File: src/rtl/paddle_renderer.sv
// Paddle engine for the 160x120 VGA game: steps a W x H paddle once per frame
// tick from the buttons and streams the erase/draw pixels to the VGA adapter.
module paddle_renderer #(
  parameter int         PADDLE_W      = 16,
  parameter int         PADDLE_H      = 2,
  parameter int         X_MIN         = 2,
  parameter int         X_MAX         = 157,
  parameter int         Y_POS         = 110,
  parameter int         X_INIT        = 50,
  parameter int         STEP          = 1,
  parameter int         FRAME_CYCLES  = 833333,
  parameter logic [2:0] FG_COLOUR     = 3'b111,
  parameter logic [2:0] BG_COLOUR     = 3'b000,
  parameter bit         REDRAW_ALWAYS = 1'b0
) (
  input  logic       clk,
  input  logic       resetn,
  input  logic       enable,
  input  logic       left,
  input  logic       right,
  output logic [7:0] x,
  output logic [6:0] y,
  output logic [2:0] colour,
  output logic       plot,
  output logic [7:0] pos_x,
  output logic       busy,
  output logic       frame_done
);

  localparam int               CNT_W    = (FRAME_CYCLES > 1) ? $clog2(FRAME_CYCLES) : 1;
  localparam logic [CNT_W-1:0] CNT_LAST = CNT_W'(FRAME_CYCLES - 1);
  localparam logic [8:0]       X_LO     = 9'(X_MIN);
  localparam logic [8:0]       X_HI     = 9'(X_MAX - PADDLE_W + 1);
  localparam logic [8:0]       STEP9    = 9'(STEP);
  localparam logic [5:0]       PX_LAST  = 6'(PADDLE_W - 1);
  localparam logic [2:0]       PY_LAST  = 3'(PADDLE_H - 1);

  generate
    if (X_INIT < X_MIN || X_INIT > X_MAX - PADDLE_W + 1) begin : g_bad_init
      $error("paddle_renderer: X_INIT outside [X_MIN, X_MAX-PADDLE_W+1]");
    end
    if (X_MAX > 159) begin : g_bad_xmax
      $error("paddle_renderer: X_MAX beyond screen width");
    end
    if (Y_POS + PADDLE_H > 120) begin : g_bad_y
      $error("paddle_renderer: paddle extends below screen");
    end
  endgenerate

  typedef enum logic [2:0] {
    S_IDLE,
    S_CALC,
    S_ERASE,
    S_UPDATE,
    S_DRAW
  } state_t;

  state_t           state_q, state_d;
  logic [7:0]       pos_x_q, pos_x_d;
  logic [7:0]       nx_q, nx_d;
  logic [5:0]       px_q, px_d;
  logic [2:0]       py_q, py_d;
  logic [CNT_W-1:0] cnt_q, cnt_d;
  logic             pending_q, pending_d;
  logic             run_q, run_d;

  logic       tick_en;
  logic [8:0] sum9;
  logic [8:0] nx9;
  logic       last_px;

  // run_q holds off plotting until the first edge after reset release
  always_ff @(posedge clk or negedge resetn) begin
    if (!resetn) begin
      state_q   <= S_DRAW;
      pos_x_q   <= 8'(X_INIT);
      nx_q      <= 8'(X_INIT);
      px_q      <= '0;
      py_q      <= '0;
      cnt_q     <= '0;
      pending_q <= 1'b0;
      run_q     <= 1'b0;
    end else begin
      state_q   <= state_d;
      pos_x_q   <= pos_x_d;
      nx_q      <= nx_d;
      px_q      <= px_d;
      py_q      <= py_d;
      cnt_q     <= cnt_d;
      pending_q <= pending_d;
      run_q     <= run_d;
    end
  end

  always_comb begin
    state_d    = state_q;
    pos_x_d    = pos_x_q;
    nx_d       = nx_q;
    px_d       = px_q;
    py_d       = py_q;
    pending_d  = pending_q;
    run_d      = 1'b1;
    frame_done = 1'b0;

    cnt_d   = (cnt_q == CNT_LAST) ? '0 : cnt_q + 1'b1;
    tick_en = (cnt_q == CNT_LAST) && enable;

    sum9 = {1'b0, pos_x_q} + STEP9;
    nx9  = {1'b0, pos_x_q};
    if (right && !left) begin
      nx9 = (sum9 > X_HI) ? X_HI : sum9;
    end else if (left && !right) begin
      nx9 = ({1'b0, pos_x_q} < X_LO + STEP9) ? X_LO : {1'b0, pos_x_q} - STEP9;
    end

    last_px = (px_q == PX_LAST) && (py_q == PY_LAST);

    // Only one tick can be held over while a redraw is in flight
    if (tick_en && state_q != S_IDLE) begin
      pending_d = 1'b1;
    end

    case (state_q)
      S_IDLE: begin
        if (tick_en || pending_q) begin
          pending_d = 1'b0;
          state_d   = S_CALC;
        end
      end
      S_CALC: begin
        nx_d = nx9[7:0];
        px_d = '0;
        py_d = '0;
        if (nx9 == {1'b0, pos_x_q} && !REDRAW_ALWAYS) begin
          state_d = S_IDLE;
        end else begin
          state_d = S_ERASE;
        end
      end
      S_ERASE, S_DRAW: begin
        if (run_q) begin
          if (px_q == PX_LAST) begin
            px_d = '0;
            py_d = py_q + 1'b1;
          end else begin
            px_d = px_q + 1'b1;
          end
          // New position becomes visible in the UPDATE cycle itself
          if (last_px) begin
            py_d = '0;
            if (state_q == S_ERASE) begin
              pos_x_d = nx_q;
              state_d = S_UPDATE;
            end else begin
              frame_done = 1'b1;
              state_d    = S_IDLE;
            end
          end
        end
      end
      S_UPDATE: begin
        px_d    = '0;
        py_d    = '0;
        state_d = S_DRAW;
      end
      default: begin
        state_d = S_IDLE;
      end
    endcase
  end

  assign plot   = run_q && (state_q == S_ERASE || state_q == S_DRAW);
  assign x      = pos_x_q + {2'b00, px_q};
  assign y      = 7'(Y_POS) + {4'b0000, py_q};
  assign colour = (state_q == S_DRAW) ? FG_COLOUR : BG_COLOUR;
  assign busy   = (state_q != S_IDLE);
  assign pos_x  = pos_x_q;

endmodule
File: config.mk
export PLATFORM = sky130hd
export DESIGN_NAME = paddle_renderer
export DESIGN_NICKNAME = d
export VERILOG_FILES = /design/src/rtl/paddle_renderer.sv
export SDC_FILE = /design/constraint.sdc
export NUM_CORES = 1
export LEC_CHECK = 0
export CELL_PAD_IN_SITES_DETAIL_PLACEMENT = 2
export CELL_PAD_IN_SITES_GLOBAL_PLACEMENT = 2
export CORE_MARGIN = 4
export CORE_UTILIZATION = 38
export DETAILED_ROUTE_END_ITERATION = 8
export HOLD_SLACK_MARGIN = 0.06
export MAX_ROUTING_LAYER = met4
export PLACE_DENSITY_LB_ADDON = 0.1
export SKIP_CTS_REPAIR_TIMING = 1
export SLEW_MARGIN = 25
export SYNTH_ARGS = -nofsm -noshare
export SYNTH_HDL_FRONTEND = slang
export SYNTH_SLANG_ARGS = --single-unit
export TNS_END_PERCENT = 50
File: constraint.sdc
create_clock -name clk -period 5 [get_ports clk]
set_clock_uncertainty 0.15 [all_clocks]
set_input_delay 1.5 -clock clk [delete_from_list [all_inputs] [get_ports clk]]
set_output_delay 1.5 -clock clk [all_outputs]
set_load 0.01 [all_outputs]
==> results.md <==
* # fillers at 978
* Highest Clock Rate at between 0.2 and 0.25 GHz
* Core area at between 8000 and 9000 um^2
* CTS sink cnt at 50
* Net switching fraction of the power at 0.3405
* Run status: finished, final reports clean
* Clock transition at path regs at ~100 ps
* Final period util at 0.9199
* Cell Area, Synth at 3411 um^2
* Element type at the critical path end: primary output
* Count of pins over their slew limit at 0
* Ant diodes at 0
* Yosys cell types at between 60 and 70
* First-pass GRT wire length at ~17000 um
* RR Endpoint: nx_q[5]
* Total power at between 0.001 and 0.0015 W
* Worst Path Arrival at 2950 ps
* Final setup violation count at 0
* Die area at about 11000 um^2
* Slew @ Worst Pin at between 900 and 1000 ps
* Clock share of power at 0.235
* Avg Vias per Cell at approximately 5.7
* Asr flop ratio synth at 1.000
* Hpwl dp at between 7000 and 8000 um
* Slew HR at 0.3479
* Row count at 34
* Gate power share at 0.295
* Initial antenna violation count at 0
* Setup crit end: x[7]
* Internal at between 0.0007 and 0.0008 W
* Class of the worst hold path: reg2reg
* Cell with the most instances after synthesis: nor2_1
* Top post-synthesis cells by area: dfrtp_1 32%, nor2_1 5.7%, ha_1 5.5%, dfstp_2 5.4%, xor2_1 4.4%
* CTS buffer count at 5
* Leakage at between 1.5 and 2 nW
* Pin count of the biggest net entering global routing at between 40 and 50
* Number of synthesized flops with an enable pin at 0
* Crit Path Class: reg2out
* Power per cell area at approximately 290 nW/um^2
* Final net count at between 400 and 500
* Worst setup SP type: register
* Vias at roughly 3000
* Drt wl/cell at ~19 um
* Flop pwr share at 0.470
* Sequential area share after synthesis at 0.3694
* Syn Inst Count at 388
* CP max FO at 15
* Fin crit period at about 4600 ps
* Top cell type's share of synthesized area at 0.3155
* Synthesis-stage register bit count at 50
* # IOs at 34
* Setup TNS at 0 ps
* Net switching power at ~0.00039 W
* H-tree Lvls at 2
* Max Cap Viol at 0
* Critical Path RT at approximately 3400 ps
* Final Hold Viols at 0
* Reg2Reg Depth at 7
* Worst reg2reg startpoint: pos_x[1]
* Ratio of cells with drive above 1 in the final layout at 0.1039
* Initial DRC count at 117
* Detailed Route WL at roughly 10000 um
* Final ANT Viol Nets at 0
* Vias in the first global route at approximately 3200
* RD Place Congestion at 0.8209
* Layout area overhead at 14.31%
* Worst skew pair latency at 310 ps
* Die X at roughly 100 um
* Syn. warnings at 0
* Initial Util at 0.3911
* Total Routing Usage GR at 0.2126
* CTS tree: built
* Bufs on Longest Clock Path at 2
* Pre-antenna DRT Iters at 4
* Port bufs at 31
* Primary FF master, synth: dfrtp_1
* Post-synth top cells: 52 x nor2_1, 43 x dfrtp_1, 29 x nand2_1, 21 x inv_1, 20 x nand3_1
* GRT Residual Overflow at 0
* Die Height at between 100 and 150 um
* Drt drc at 0
* Clock Tree Root: clkbuf_8
* Footprint of the multi-input gates at 1957 um^2
* Critical path launch point: pos_x[0]
* Cell type with the largest total area after synthesis: dfrtp_1
* Syn Area/Cell at about 9 um^2
* FF+latch area at 1260 um^2
* Hold_ws at roughly 350 ps
* RSZ-0062 raised after global routing: no
* FF-to-FF setup slack at between 1500 and 2000 ps
* Peak VDD IR at between 0.1 and 0.15 mV
==> routing by layer <==
metal | global-route usage | vias up | wire length [um]
li1 | - | 1401 | -
met1 | 0.2886 | 1551 | 4653
met2 | 0.3421 | 37 | 4863
met3 | 0.02909 | 7 | 353
met4 | 0.04283 | 0 | 118
met5 | - | - | 0
==> metrics by stage <==
step                      setup WS [ps]  utilization  area (um^2)  cells
after floorplan                    1198            -         3418    390
final                             400.5       0.4471         3899    522
after global routing              209.2       0.4471         3899    522
after CTS                         367.4       0.4468         3896    522
after global placement            829.1       0.4353         3796    514
after detailed placement          743.4       0.4353         3796    514
==> cells in the final DEF (no fill, tap or decap), drive strengths merged, types with 8 or more instances in the layout <==
cell | Yosys | routed
nand3 | 20 | 20
inv | 21 | 21
clkdlybuf4s50 | 0 | 30
ha | 15 | 15
nand2 | 29 | 29
xnor2 | 15 | 15
buf | 12 | 9
mux2 | 10 | 10
a21oi | 18 | 18
xor2 | 17 | 17
dfrtp | 43 | 43
nor2b | 9 | 9
o21ai | 8 | 8
nor2 | 52 | 52
nand4 | 8 | 8
==> power groups by stage <==
| stage | Sequential (W) | Clock [W] | Combinational [W] |
|---|---|---|---|
| 2_1_floorplan | 0.000519 | 0 | 0.000211 |
| 3_3_place_gp | 0.000535 | 0 | 0.000326 |
| 3_5_place_dp | 0.000541 | 0 | 0.000338 |
| 4_1_cts | 0.000533 | 0.000282 | 0.000341 |
| 5_1_grt | 0.000545 | 0.000298 | 0.000375 |
| 6_report | 0.000532 | 0.000266 | 0.000334 |
==> critical path: stages (launching register included) <==
cell,delay [ps]
dfrtp_1,630
ha_1,250
a21o_1,110
a21oi_1,80
o21bai_1,150
a21oi_1,120
or4b_2,620
o2111ai_1,110
clkdlybuf4s50_1,560
==> layout make-up <==
type | instances | share of cell area
repair buffers | 39 | 0.09435
clock inverters | 2 | 0.004493
inverters | 21 | 0.02022
multi-input cells | 296 | 0.5019
flip-flops and latches | 50 | 0.3232
clock buffers | 6 | 0.02118
well taps | 108 | 0.03466
==> worst min-delay path by stage <==
stage / from / to / slack (ps) / cells past startpoint
final: nx_q[7] / nx_q[7] / 350 / 2
after global routing: nx_q[5] / nx_q[5] / 380 / 1
after CTS: nx_q[7] / nx_q[7] / 360 / 2
after detailed placement: nx_q[7] / nx_q[7] / 330 / 2
after global placement: nx_q[4] / nx_q[4] / 310 / 2
after floorplan: nx_q[7] / nx_q[7] / 290 / 2
==> cells by family after synthesis <==
family,count (synthesis),synth area share
other,1,0.001099
XOR/XNOR,32,0.08217
AND/OR/NAND/NOR,167,0.2531
adder cells (fa/ha/maj),16,0.06090
flip-flops,50,0.3694
buffers and inverters,44,0.05906
AO/OA/AOI/OAI,66,0.1354
multiplexers,12,0.03889
==> state kept, by name (all words and copies together), names as in the netlist <==
signal,count
pending_q,1
py_q,3
nx_q,8
cnt_q,20
pos_x,8
px_q,6
run_q,1
state_q,3
Power figures use the tool's default switching activity.
